[config.mk]
export PLATFORM = sky130hd
export DESIGN_NAME = multi_alarm
export DESIGN_NICKNAME = d
export VERILOG_FILES = /design/src/rtl/multi_alarm.sv
export SDC_FILE = /design/constraint.sdc
export NUM_CORES = 1
export LEC_CHECK = 0
export ABC_AREA = 1
export CAP_MARGIN = 25
export CORE_UTILIZATION = 55
export DETAILED_ROUTE_END_ITERATION = 7
export PLACE_DENSITY_LB_ADDON = 0.2
export SLEW_MARGIN = 20
export SYNTH_ARGS = -nofsm -noshare
export SYNTH_HDL_FRONTEND = slang
export SYNTH_SLANG_ARGS = --single-unit
[constraint.sdc]
create_clock -name clk_1Mhz -period 9.49 [get_ports clk_1Mhz]
set_input_delay 0.949 -clock clk_1Mhz [delete_from_list [all_inputs] [get_ports clk_1Mhz]]
set_output_delay 0.949 -clock clk_1Mhz [all_outputs]
set_load 0.02 [all_outputs]
[src/rtl/multi_alarm.sv]
`timescale 1ns/1ps
`default_nettype none
// ============================================================================
//  Module   : multi_alarm
//  Purpose  : Multi-slot BCD alarm engine. Holds N_ALARMS programmable alarm
//             times, compares them against the running clock on every
//             tick_1hz, picks the lowest-index triggered slot and drives a
//             gated square-wave piezo tone until ack, disarm or timeout.
//  Options  : MULTI_ALARM_SNOOZE_EN - when defined, a snooze pulse while
//             ringing stops the tone and re-triggers the slot SNOOZE_SECS
//             seconds later. When undefined the snooze input is ignored.
//  Ports    : clk_1Mhz   - system clock (rising edge)
//             reset      - asynchronous active-high reset
//             tick_1hz   - one-cycle strobe per second
//             hour/minute/second - current time, packed BCD
//             wr_en/wr_idx/wr_time/wr_arm - slot programming port
//             ack        - stop-ringing pulse
//             snooze     - snooze pulse (optional feature)
//             piezo      - gated tone output (registered)
//             ringing    - high while an alarm is sounding
//             ring_idx   - slot currently (or last) ringing
//             armed      - armed mask, one bit per slot
//  Revision : 1.0 - initial release
// ============================================================================
module multi_alarm #(
    parameter int N_ALARMS    = 4,
    parameter int TONE_HALF   = 500,
    parameter int RING_SECS   = 60,
    parameter int SNOOZE_SECS = 300
) (
    input  logic                                            clk_1Mhz,
    input  logic                                            reset,
    input  logic                                            tick_1hz,
    input  logic [7:0]                                      hour,
    input  logic [7:0]                                      minute,
    input  logic [7:0]                                      second,
    input  logic                                            wr_en,
    input  logic [((N_ALARMS > 1) ? $clog2(N_ALARMS) : 1)-1:0] wr_idx,
    input  logic [23:0]                                     wr_time,
    input  logic                                            wr_arm,
    input  logic                                            ack,
    input  logic                                            snooze,
    output logic                                            piezo,
    output logic                                            ringing,
    output logic [((N_ALARMS > 1) ? $clog2(N_ALARMS) : 1)-1:0] ring_idx,
    output logic [N_ALARMS-1:0]                             armed
);

    localparam int c_idx_w  = (N_ALARMS > 1) ? $clog2(N_ALARMS) : 1;
    localparam int c_tone_w = (TONE_HALF > 1) ? $clog2(TONE_HALF) : 1;
    localparam int c_ring_w = (RING_SECS > 1) ? $clog2(RING_SECS) : 1;

    localparam logic [c_idx_w:0]    c_n_slots   = (c_idx_w+1)'(N_ALARMS);
    localparam logic [c_tone_w-1:0] c_tone_last = c_tone_w'(TONE_HALF - 1);
    localparam logic [c_ring_w-1:0] c_ring_last = c_ring_w'(RING_SECS - 1);

    typedef enum logic [0:0] {
        S_IDLE = 1'b0,
        S_RING = 1'b1
    } state_t;

    state_t                r_state;
    state_t                w_state_nxt;

    logic [23:0]           r_time [N_ALARMS];
    logic [N_ALARMS-1:0]   r_armed;
    logic [N_ALARMS-1:0]   r_pending;

    logic [c_idx_w-1:0]    r_ring_idx;
    logic [c_ring_w-1:0]   r_ring_cnt;
    logic [c_tone_w-1:0]   r_tone_cnt;
    logic                  r_tone;
    logic                  r_gate;
    logic                  r_piezo;

    logic [c_idx_w-1:0]    w_ring_idx_nxt;
    logic [c_ring_w-1:0]   w_ring_cnt_nxt;
    logic [c_tone_w-1:0]   w_tone_cnt_nxt;
    logic                  w_tone_nxt;
    logic                  w_gate_nxt;

    logic                  w_wr_valid;
    logic [N_ALARMS-1:0]   w_wr_sel;
    logic [N_ALARMS-1:0]   w_match;
    logic [N_ALARMS-1:0]   w_snz_fire;
    logic [c_idx_w-1:0]    w_pick_idx;
    logic                  w_take;
    logic                  w_disarm_ring;
    logic [23:0]           w_time_now;

    assign w_time_now    = {hour, minute, second};
    assign w_wr_valid    = wr_en && ({1'b0, wr_idx} < c_n_slots);
    // Only a write that clears the armed bit of the sounding slot stops it.
    assign w_disarm_ring = w_wr_valid && (wr_idx == r_ring_idx) && !wr_arm;

    // Per-slot write decode and time match
    always_comb begin
        w_wr_sel = '0;
        w_match  = '0;
        for (int i = 0; i < N_ALARMS; i++) begin
            w_wr_sel[i] = w_wr_valid && (wr_idx == c_idx_w'(i));
            w_match[i]  = tick_1hz && r_armed[i] && (r_time[i] == w_time_now);
        end
    end

    // Lowest pending index wins: scan downward so the last hit is the lowest
    always_comb begin
        w_pick_idx = '0;
        for (int i = N_ALARMS - 1; i >= 0; i--) begin
            if (r_pending[i]) begin
                w_pick_idx = c_idx_w'(i);
            end
        end
    end

`ifdef MULTI_ALARM_SNOOZE_EN
    localparam int c_snz_w = $clog2(SNOOZE_SECS + 1);
    localparam logic [c_snz_w-1:0] c_snz_load = c_snz_w'(SNOOZE_SECS);

    logic [c_snz_w-1:0] r_snz_cnt [N_ALARMS];
    logic               w_snz_load;

    // A counter stepping from 1 to 0 re-triggers its slot if still armed
    always_comb begin
        w_snz_fire = '0;
        for (int i = 0; i < N_ALARMS; i++) begin
            w_snz_fire[i] = tick_1hz && r_armed[i] && (r_snz_cnt[i] == c_snz_w'(1));
        end
    end
`else
    logic w_snooze_unused;
    assign w_snooze_unused = snooze;
    assign w_snz_fire      = '0;
`endif

    // ------------------------------------------------------------------
    // FSM next state plus ring datapath next values
    // ------------------------------------------------------------------
    always_comb begin
        w_state_nxt    = r_state;
        w_take         = 1'b0;
        w_ring_idx_nxt = r_ring_idx;
        w_ring_cnt_nxt = r_ring_cnt;
        w_tone_cnt_nxt = r_tone_cnt;
        w_tone_nxt     = r_tone;
        w_gate_nxt     = r_gate;
`ifdef MULTI_ALARM_SNOOZE_EN
        w_snz_load     = 1'b0;
`endif
        case (r_state)
            S_IDLE: begin
                if (|r_pending) begin
                    w_state_nxt    = S_RING;
                    w_take         = 1'b1;
                    w_ring_idx_nxt = w_pick_idx;
                    w_ring_cnt_nxt = '0;
                    w_tone_cnt_nxt = '0;
                    w_tone_nxt     = 1'b0;
                    w_gate_nxt     = 1'b1;
                end
            end
            S_RING: begin
                if (tick_1hz) begin
                    w_ring_cnt_nxt = r_ring_cnt + 1'b1;
                    w_gate_nxt     = ~r_gate;
                end
                if (r_tone_cnt == c_tone_last) begin
                    w_tone_cnt_nxt = '0;
                    w_tone_nxt     = ~r_tone;
                end else begin
                    w_tone_cnt_nxt = r_tone_cnt + 1'b1;
                end
                // Stop sources in priority order
                if (ack) begin
                    w_state_nxt = S_IDLE;
                end else if (w_disarm_ring) begin
                    w_state_nxt = S_IDLE;
`ifdef MULTI_ALARM_SNOOZE_EN
                end else if (snooze) begin
                    w_state_nxt = S_IDLE;
                    w_snz_load  = 1'b1;
`endif
                end else if (tick_1hz && (r_ring_cnt == c_ring_last)) begin
                    w_state_nxt = S_IDLE;
                end
            end
            default: begin
                w_state_nxt = S_IDLE;
            end
        endcase
    end

    // ------------------------------------------------------------------
    // FSM and ring datapath registers
    // ------------------------------------------------------------------
    always_ff @(posedge clk_1Mhz or posedge reset) begin
        if (reset) begin
            r_state    <= S_IDLE;
            r_ring_idx <= '0;
            r_ring_cnt <= '0;
            r_tone_cnt <= '0;
            r_tone     <= 1'b0;
            r_gate     <= 1'b0;
            r_piezo    <= 1'b0;
        end else begin
            r_state    <= w_state_nxt;
            r_ring_idx <= w_ring_idx_nxt;
            r_ring_cnt <= w_ring_cnt_nxt;
            r_tone_cnt <= w_tone_cnt_nxt;
            r_tone     <= w_tone_nxt;
            r_gate     <= w_gate_nxt;
            // Registered from next-state values so piezo drops on the same
            // edge that leaves RING.
            r_piezo    <= (w_state_nxt == S_RING) && w_tone_nxt && w_gate_nxt;
        end
    end

    // ------------------------------------------------------------------
    // Slot storage
    // ------------------------------------------------------------------
    always_ff @(posedge clk_1Mhz or posedge reset) begin
        if (reset) begin
            for (int i = 0; i < N_ALARMS; i++) begin
                r_time[i]    <= '0;
                r_armed[i]   <= 1'b0;
                r_pending[i] <= 1'b0;
            end
        end else begin
            for (int i = 0; i < N_ALARMS; i++) begin
                if (w_wr_sel[i]) begin
                    // A write overrides any match for this slot this cycle
                    r_time[i]    <= wr_time;
                    r_armed[i]   <= wr_arm;
                    r_pending[i] <= 1'b0;
                end else begin
                    r_pending[i] <= (r_pending[i] && !(w_take && (w_pick_idx == c_idx_w'(i))))
                                    || w_match[i] || w_snz_fire[i];
                end
            end
        end
    end

`ifdef MULTI_ALARM_SNOOZE_EN
    always_ff @(posedge clk_1Mhz or posedge reset) begin
        if (reset) begin
            for (int i = 0; i < N_ALARMS; i++) begin
                r_snz_cnt[i] <= '0;
            end
        end else begin
            for (int i = 0; i < N_ALARMS; i++) begin
                if (w_wr_sel[i]) begin
                    r_snz_cnt[i] <= '0;
                end else if (w_snz_load && (r_ring_idx == c_idx_w'(i))) begin
                    r_snz_cnt[i] <= c_snz_load;
                end else if (tick_1hz && (r_snz_cnt[i] != '0)) begin
                    r_snz_cnt[i] <= r_snz_cnt[i] - 1'b1;
                end
            end
        end
    end
`endif

    assign piezo    = r_piezo;
    assign ringing  = (r_state == S_RING);
    assign ring_idx = r_ring_idx;
    assign armed    = r_armed;

endmodule
`default_nettype wire

==> metrics <==
Starting Density 0.5725; Avg Cell Area, Syn 7.051 µm²; WL per Instance 14.50 µm; Clock Latency Late Sink 420 ps; # diodes 0; status complete, but fails checks; period utilization 0.2740; #FFs+latches synth 125; Post-route DRC 2; fin crit period 2600 ps; CTS resizes 0; Die X-Extent 111.7 µm; Tot GR Track Use 0.2960; Core Rows 39; Distinct cells, synth 30; Die ar. 12480 µm²; Worst EP arrival 2880 ps; layout cell share with drive strength beyond 1 0.04501; relative slew slack 0.5573; largest net degree at the start of global routing 74; register area share after synthesis 0.4724; IO Pins 65; final worst slack 6890 ps; Cell Area, Synth 6621 µm²; H-Tree Depth 4; leakage power 4.084 nW; GRT overflow 0; filler cell count 985; DRT Pass-1 Iters 7; DR vias/cell 5.147; critical path type in -> reg; # port buffers 63; remaining antenna violation count 0; critical path launch point type primary input; VDD IR-drop max 0.1579 mV; clk_skew 5.616 ps; area grow syn2layout 20.62%; Fin. Hold Viols 0; fmax 0.3846 GHz; CTS Buf Count 17; measured slew at the worst slew-check pin 664.0 ps; critical path endpoint category register; Detailed Route WL 16900 µm; initial antenna violation count 0; root buf cell clkbuf_16; number of warning messages in the yosys log 0; Vert. Die Dim 111.7 µm; max-cap violations 0; endpoints failing setup 0; unrepaired setup endpoints after global routing no; CTS tree built; number of global-route vias before repair 5617; total chip power 1.613 mW; first-pass GRT wire length 28040 µm; dpl ws 6452 ps; Worst-path clk slew 50 ps; Synth Net Count 998; Hold Buf Count CTS 0; post-CTS setup buffer count 0; crit-path max FO 40; Final Max Slew Viols 0; # clock sinks 125; clk buf depth 2; PwrDens 202.0 nW/µm²; setup TNS 0 ps; vias post-DR 5996; CP Data Required Time 9770 ps; core region area 11560 µm²; Post-Synthesis Cells 939; failing checks design-rule violations; Nets 1068; detailed placer's ending HPWL 11870 µm; number of DRC markers in iteration 0 664; HP Class reg -> reg; routability congestion estimate from global placement 0.8848
-- metrics by stage --
step	util	cell area (µm²)	instances	hold WS [ps]
final	0.6906	7986	1165	489.0
after global routing	0.6906	7986	1165	513.4
after CTS	0.6882	7959	1164	492.5
after detailed placement	0.6367	7363	1132	479.2
after global placement	0.6367	7363	1132	469.0
after floorplan	-	6621	939	456.4
-- final timing paths --
kind / startpoint / cells past startpoint / to / slack (ps)
worst max register to register: r_tone_cnt[0] / 6 / r_tone_cnt[0] / 7930
min in group asynchronous: reset / 2 / r_time[58] / 980
worst min register to register: r_time[18] / 2 / r_time[18] / 490
worst max-delay path: wr_idx[0] / 7 / r_time[52] / 6890
max in group asynchronous: reset / 4 / r_time[21] / 7450
worst min-delay path: r_time[18] / 2 / r_time[18] / 490
-- synthesized netlist by cell type, drive strengths merged --
cell / number / area (µm²)
inv: 144 / 540.5
xnor2: 13 / 113.9
or2: 3 / 18.77
nand3: 18 / 90.09
o211ai: 2 / 15.01
nor2: 68 / 257.8
nand3b: 2 / 15.01
ha: 2 / 25.02
xor2: 7 / 61.31
o31ai: 1 / 7.510
buf: 15 / 101.3
o21ai: 111 / 555.5
clkinv: 1 / 3.750
nand4: 2 / 12.51
mux2i: 1 / 10.01
a21oi: 9 / 45.04
o22ai: 4 / 25.02
a22oi: 1 / 7.510
dfrtp: 125 / 3128
clkbuf: 3 / 12.51
nand2: 400 / 1501
nor3: 7 / 73.82
-- cells in the final DEF, fill, tap and decap left out, types with 2 or more instances in the layout --
cell type and instances:
clkinv_2 4, inv_2 4, xor2_1 7, nand3b_1 2, nor3_4 4, dfrtp_1 125
nand4_1 2, bufinv_16 3, inv_1 139, clkbuf_8 3, o21ai_1 6, clkbuf_16 17
clkbuf_1 5, nand3_1 18, o22ai_1 4, buf_4 5, nand2_1 400, nor2_1 67
ha_1 2, or2_2 3, a21oi_1 9, clkdlybuf4s50_1 63, o21ai_0 105, o211ai_1 2
xnor2_1 13, nor3_1 3
-- sequential cells by signal, summed over array words and instances (netlist names) --
signal	flops
r_time	96
r_ring_cnt	6
r_tone_cnt	9
ring_idx	2
r_gate	1
ringing	1
r_pending	4
r_tone	1
armed	4
piezo	1
-- routing by layer --
layer  vias to the layer above  wire length [µm]  part of all wire  track usage
met5                         -                 0                 0            0
met4                         0               382             0.023       0.1099
met3                        32              1114             0.066      0.06696
met2                       198              7603              0.45       0.4596
met1                      2777              7796              0.46       0.4069
li1                       2989                 -                 -            -
-- layout make-up --
cell class | count | area, µm² | area share
clock inverters | 7 | 110.1 | 0.01379
flip-flops and latches | 125 | 3128 | 0.3917
repair buffers | 69 | 695.7 | 0.08711
clock buffers | 25 | 485.5 | 0.06079
well taps | 143 | 178.9 | 0.02240
multi-input cells | 651 | 2841 | 0.3558
inverters | 145 | 546.8 | 0.06846
-- worst max-delay path: stages --
cell and delay [ps]:
clkdlybuf4s50_1 650, inv_2 110, nor3_4 160, buf_4 400, inv_1 370, nand2_1 130
o21ai_0 90
-- report_power, final --
part           internal [mW]  leakage [nW]  switching (mW)
Clock                  0.432         0.295           0.231
Sequential             0.615          1.57          0.0491
Combinational          0.110          2.22           0.175
-- logic make-up after synthesis --
family	Yosys count	share of synthesized area
and+or+nand+nor	500	0.2974
buffers and inverters	163	0.09939
AOI/OAI and AO/OA	128	0.09902
DFF	125	0.4724
xor gates and xnor gates	20	0.02646
adders and majority gates	2	0.003779
muxes	1	0.001512
(Power assumes the default switching activity.)
